--- src/rtl/demux_4to1_n_bit_if.sv ---
`default_nettype none
// ============================================================================
// Module   : demux_4to1_n_bit_if
// Brief    : Bundle of producer-side and lane-side signals of the 1-to-4 demux.
// Revision : 1.0  initial release
// ============================================================================
interface demux_4to1_n_bit_if #(
    parameter int N = 8
);
    logic         en;
    logic [N-1:0] a;
    logic [1:0]   s;
    logic [N-1:0] z0;
    logic [N-1:0] z1;
    logic [N-1:0] z2;
    logic [N-1:0] z3;
    logic         v0;
    logic         v1;
    logic         v2;
    logic         v3;

    // Producer side drives the word and select, observes the lanes.
    modport master (
        output en, a, s,
        input  z0, z1, z2, z3, v0, v1, v2, v3
    );

    // Demux side.
    modport slave (
        input  en, a, s,
        output z0, z1, z2, z3, v0, v1, v2, v3
    );
endinterface
`default_nettype wire

--- src/rtl/demux_4to1_n_bit.sv ---
`default_nettype none
// ============================================================================
// Module   : demux_4to1_n_bit
// Brief    : Registered 1-to-4 demux; one-hot valid marks the lane written.
//            DEMUX4_HOLD_EN: unselected lanes retain data instead of clearing.
// Revision : 1.0  initial release
// ============================================================================
module demux_4to1_n_bit #(
    parameter int N = 8
) (
    input  wire logic           clk,
    input  wire logic           rst,
    demux_4to1_n_bit_if.slave   bus
);
    localparam int c_LANES = 4;

    logic [3:0]   w_sel;
    logic [N-1:0] r_z [c_LANES];
    logic [3:0]   r_v;

    always_comb begin
        w_sel = 4'b0000;
        if (bus.en) begin
            case (bus.s)
                2'b00:   w_sel = 4'b0001;
                2'b01:   w_sel = 4'b0010;
                2'b10:   w_sel = 4'b0100;
                default: w_sel = 4'b1000;
            endcase
        end
    end

    generate
        for (genvar k = 0; k < c_LANES; k++) begin : g_lane
            always_ff @(posedge clk) begin
                if (rst) begin
                    r_z[k] <= '0;
                end else if (w_sel[k]) begin
                    r_z[k] <= bus.a;
                end else begin
`ifdef DEMUX4_HOLD_EN
                    r_z[k] <= r_z[k];
`else
                    r_z[k] <= '0;
`endif
                end
            end
        end
    endgenerate

    // Valid flags only ever mark the lane written on this edge.
    always_ff @(posedge clk) begin
        if (rst) begin
            r_v <= 4'b0000;
        end else begin
            r_v <= w_sel;
        end
    end

    assign bus.z0 = r_z[0];
    assign bus.z1 = r_z[1];
    assign bus.z2 = r_z[2];
    assign bus.z3 = r_z[3];
    assign bus.v0 = r_v[0];
    assign bus.v1 = r_v[1];
    assign bus.v2 = r_v[2];
    assign bus.v3 = r_v[3];
endmodule
`default_nettype wire

--- src/flat_wrapper.sv ---
// flat-port wrapper written by rule: the top's interface ports become plain ports
module demux_4to1_n_bit_flat 
#(
    parameter int N = 8
)
  (clk, rst, bus_en, bus_a, bus_s, bus_z0, bus_z1, bus_z2, bus_z3, bus_v0, bus_v1, bus_v2, bus_v3);
  demux_4to1_n_bit_if #(.N(N)) bus_i ();
  input  wire logic clk;
  input  wire logic rst;
  input wire logic [$bits(bus_i.en)-1:0] bus_en;
  input wire logic [$bits(bus_i.a)-1:0] bus_a;
  input wire logic [$bits(bus_i.s)-1:0] bus_s;
  output wire logic [$bits(bus_i.z0)-1:0] bus_z0;
  output wire logic [$bits(bus_i.z1)-1:0] bus_z1;
  output wire logic [$bits(bus_i.z2)-1:0] bus_z2;
  output wire logic [$bits(bus_i.z3)-1:0] bus_z3;
  output wire logic [$bits(bus_i.v0)-1:0] bus_v0;
  output wire logic [$bits(bus_i.v1)-1:0] bus_v1;
  output wire logic [$bits(bus_i.v2)-1:0] bus_v2;
  output wire logic [$bits(bus_i.v3)-1:0] bus_v3;
  assign bus_i.en = bus_en;
  assign bus_i.a = bus_a;
  assign bus_i.s = bus_s;
  assign bus_z0 = bus_i.z0;
  assign bus_z1 = bus_i.z1;
  assign bus_z2 = bus_i.z2;
  assign bus_z3 = bus_i.z3;
  assign bus_v0 = bus_i.v0;
  assign bus_v1 = bus_i.v1;
  assign bus_v2 = bus_i.v2;
  assign bus_v3 = bus_i.v3;
  demux_4to1_n_bit #(.N(N)) u_core (.clk(clk), .rst(rst), .bus(bus_i));
endmodule
--- config.mk ---
export PLATFORM = sky130hd
export DESIGN_NAME = demux_4to1_n_bit_flat
export DESIGN_NICKNAME = d
export VERILOG_FILES = /design/src/rtl/demux_4to1_n_bit_if.sv /design/src/rtl/demux_4to1_n_bit.sv /design/src/flat_wrapper.sv
export SDC_FILE = /design/constraint.sdc
export NUM_CORES = 1
export LEC_CHECK = 0
export ABC_AREA = 0
export CAP_MARGIN = 20
export CORE_ASPECT_RATIO = 0.8
export CORE_UTILIZATION = 35
export CTS_BUF_LIST = sky130_fd_sc_hd__clkbuf_2
export DETAILED_ROUTE_END_ITERATION = 16
export GPL_TIMING_DRIVEN = 0
export PLACE_DENSITY_LB_ADDON = 0.05
export SLEW_MARGIN = 10
export SYNTH_ARGS = -nofsm -noshare
export SYNTH_HDL_FRONTEND = slang
export SYNTH_SLANG_ARGS = --single-unit
--- constraint.sdc ---
create_clock -name clk -period 1.1 [get_ports clk]
set_input_delay 0.33 -clock clk [delete_from_list [all_inputs] [get_ports clk]]
set_output_delay 0.33 -clock clk [all_outputs]
set_load 0.05 [all_outputs]
### After elaboration in Yosys (flattened, before gate mapping)

Memory sizes are Yosys's and may differ from the RTL's.
Cells that the tools add are included.

| word-level totals | value |
|---|---|
| memories | 1 |
| logic and storage cells | 49 |
| register bits after elaboration | 4 |
| RAM bits | 32 |
| output and inout bits | 36 |

| cells by class | value |
|---|---|
| eq/ne operators | 2 |
| reduce and logical (&&, ||, !) cells | 1 |
| bitwise gates (word level) | 8 |
| mux-type cells | 36 |

Memory list:

| name | depth | bits a word | read ports | clocked after Yosys merged registers in | write ports | line | RTL |
|---|---|---|---|---|---|---|---|
| u_core.r_z | 4 | 8 | 4 | 0 | 4 | demux_4to1_n_bit.sv:18 | `logic [N-1:0] r_z [c_LANES];` |

Operator list:

| kind | count |
|---|---|
| 2-to-1 mux 8 bit | 8 |
| 2-to-1 mux 1 bit | 26 |
| case mux 4 bit (3 select lines) | 1 |
| bitwise OR 1 bit | 8 |
| 2-to-1 mux 4 bit | 1 |
| equality test 2 x 1 -> 1 bit (second input constant) | 1 |
| equality test 2 bit (second input constant) | 1 |
| logical NOT 2 bit | 1 |

### Logic depth before layout (Yosys ltp)

| depth | value |
|---|---|
| word-level depth | 8 |
| depth in mapped cells | 3 |

### Worst setup path before layout

Ideal clock, no wire load.

| timing path | value |
|---|---|
| kind | register to output |
| from | mem u_core.r_z[0][0] |
| to | out bus_z0[0] |
| stages on the path, launching flop included | 1 |
| arrival | 0.601 ns |
| data required time | 0.770 ns |
| path slack | 0.169 ns |
| buffers on the path | 0 |
| cell sequence | edfxtp_1 |

RTL lines:

| item | line | RTL |
|---|---|---|
| start: declaration | demux_4to1_n_bit.sv:18 |  |
| end: declaration | flat_wrapper.sv:13 | `output wire logic [$bits(bus_i.z0)-1:0] bus_z0;` |

==> run summary <==
==================================================================================================
First-iteration detailed-routing DRC count ..........................................           39
Largest area contributor in the synthesized netlist .................................     edfxtp_1
Share of synthesized area occupied by flip-flops and latches ........................        73.0%
Post-Syn Instances ..................................................................           90
Number of distinct library cells after synthesis ....................................           12
Number of nets in the final layout ..................................................          188
Synthesis-to-finish area growth .....................................................        53.7%
Drc violations ......................................................................            0
Violated checks ..................................................................... negative setup slack
TritonCTS Buffers ...................................................................            5
Count of maximum capacitance violations .............................................            0
Hold Crit Start .....................................................................       bus_en
Kind of start point of the critical path ............................................    flip-flop
Path category of the worst min-delay check .......................................... input pin to flip-flop
Min cycle time layout ...............................................................      1.34 ns
Clock transition time at the flip-flop clock pins of the worst setup and hold paths .      0.19 ns
CTS tree ............................................................................         done
Largest stage delay on the critical path ............................................      0.44 ns
Core outline area ...................................................................   3850 sq um
Minimum setup slack in the final design .............................................    -0.237 ns
Number of nets with antenna violations after detailed routing .......................            0
Die Footprint .......................................................................   4340 sq um
CTS sink count ......................................................................           36
Tot Pwr .............................................................................      2820 uW
Finish-stage setup viols ............................................................           36
Peak-usage layer in the global routing report .......................................         met2
Number of placement rows ............................................................           20
Global-route wire length before repair ..............................................      4.23 mm
Die Span Y ..........................................................................      59.1 um
Bufs on Longest Clock Path ..........................................................            2
Met3 capacity usage during global routing ...........................................        6.97%
Estimated wirelength of the detail-placed design ....................................      1.86 mm
Grt met1 use ........................................................................        15.8%
Drt total wl ........................................................................      2.70 mm
Total placed instance area ..........................................................   2080 sq um
Period utilization ..................................................................         122%
Maximum frequency from static timing analysis .......................................      748 MHz
Hold violation count in the final report ............................................            0
Critical path required time .........................................................      0.77 ns
RSZ-0062 raised after global routing ................................................          yes
Peak supply drop ....................................................................   0.000604 V
Share of layout cells above drive strength 1 ........................................        39.8%
Instance count on the critical path .................................................            1
Final Cell Area .....................................................................   2190 sq um
I/O Buffers .........................................................................           47
Maximum number of pins on one net before global-route repair ........................           12
Routed wire length per instance .....................................................      11.7 um
Synth Warn # ........................................................................            0
Total power per unit cell area ...................................................... 1280 nW/um^2
Portion of synthesized cell area occupied by the leading cell type ..................        67.4%
Instance count along the most critical hold path ....................................            3
Crit path from ...................................................................... u_core.r_z[2][5]$_SDFFCE_PP0P_
Core occupancy in the finished layout ...............................................        56.9%
Netlist Area Pre-Place ..............................................................   1430 sq um
Vias in the first global route ......................................................          923
Drt pass-1 iters ....................................................................            4
Initial antenna violation count .....................................................            0
Largest delay contributor family on the critical path ...............................   flip-flops
Leak ................................................................................  0.000942 uW
Critical path type .................................................................. flip-flop to primary output
Max Fanout on Critical Path .........................................................            1
Top-Level Pins ......................................................................           49
Via/cell ratio ......................................................................         3.92
Cell-by-cell trace of the critical path .............................................        buf_6
Buffers and inverters on the worst path .............................................            1
Most used cells in the layout excluding fill and tap cells .......................... buf_6, edfxtp_1, conb_1
Setup crit end kind ................................................................. primary output
Number of pins with negative max-slew slack in the final report .....................            0
Number of vias in the routed layout .................................................          905
Commonest non-fill, non-tap cell in the layout ......................................        buf_6
Met2 Use GR .........................................................................        23.0%
Most area-consuming cells after synthesis ........................................... edfxtp_1, nand3b_4, nor2_1
Aggregate global routing overflow ...................................................            0
Arrival @ worst endpoint ............................................................      1.01 ns
Die width ...........................................................................      73.4 um
H-tree levels .......................................................................            2
Number of diodes ....................................................................            0
Cell with the largest stage delay on the worst path .................................     edfxtp_1
CTS root buf ........................................................................     clkbuf_2
Initial cell density of the core ....................................................        37.0%
Avg Inst Size Synth .................................................................   15.8 sq um
GPL Wtd Cong ........................................................................        0.655
Status .............................................................................. finished, violations left
Post-synthesis register bit count ...................................................           36
GRT Resource Usage Total ............................................................        14.3%
Place WS ............................................................................    -0.500 ns
==================================================================================================
metal layers:
metal	share of wire [%]	vias to the layer above
met5	0	-
met4	2.2	0
met3	11	6
met2	48	37
met1	39	417
li1	-	445
state kept, by name, summed over array words and instances (netlist names):
name	count
u_core.r_v	4
u_core.r_z	32
cells in the mapped netlist (all sizes together):
cell type  number
nor2           36
dfxtp           4
buf             4
or2             1
edfxtp         32
nand3b          8
conb            1
nand2b          3
nand2           1
power by group:
part	total, uW	switching (uW)	internal [uW]	leakage [uW]
registers	1600	35.4	1560	0.000339
logic	622	398	224	0.000573
clock network	594	451	142	0.0000302
total	2820	884	1930	0.000942
layout make-up:
| type | count | area [sq um] |
|---|---|---|
| plain buffers | 4 | 37.5 |
| clock inverters | 3 | 13.8 |
| repair buffers | 47 | 529 |
| well taps | 55 | 68.8 |
| fillers | 354 | 1660 |
| multi-input cells | 81 | 472 |
| clock buffers | 5 | 25.0 |
| flip-flops and latches | 36 | 1050 |
worst paths after layout:
| kind | end |
|---|---|
| worst min-delay path | u_core.r_v[0]$_SDFF_PP0_ |
| worst max-delay path | bus_z2[5] |
through the flow:
| step | TNS (ns) | hold WS (ns) | std cells |
|---|---|---|---|
| 3_3_place_gp | -28.33 | 0.703 | 223 |
| 2_1_floorplan | 0 | 0.542 | 121 |
| 6_report | -7.05 | 0.276 | 231 |
| 5_1_grt | -9.19 | 0.260 | 231 |
| 4_1_cts | -7.92 | 0.267 | 231 |
| 3_5_place_dp | -28.71 | 0.715 | 223 |
logic make-up (layout without fill, tap and decap cells):
logic type,count (synthesis),count (layout),share of synthesized area (%)
and+or+nand+nor,49,49,24.5
DFF,36,36,73.0
buffers and inverters,4,59,2.28
other,1,32,0.263
repair_timing:
action,CTS,global route
setup buffers,0,0
setup endpoints to repair,65,43
hold buffers,0,0
gates resized for setup,260,5
(Power assumes the default switching activity.)
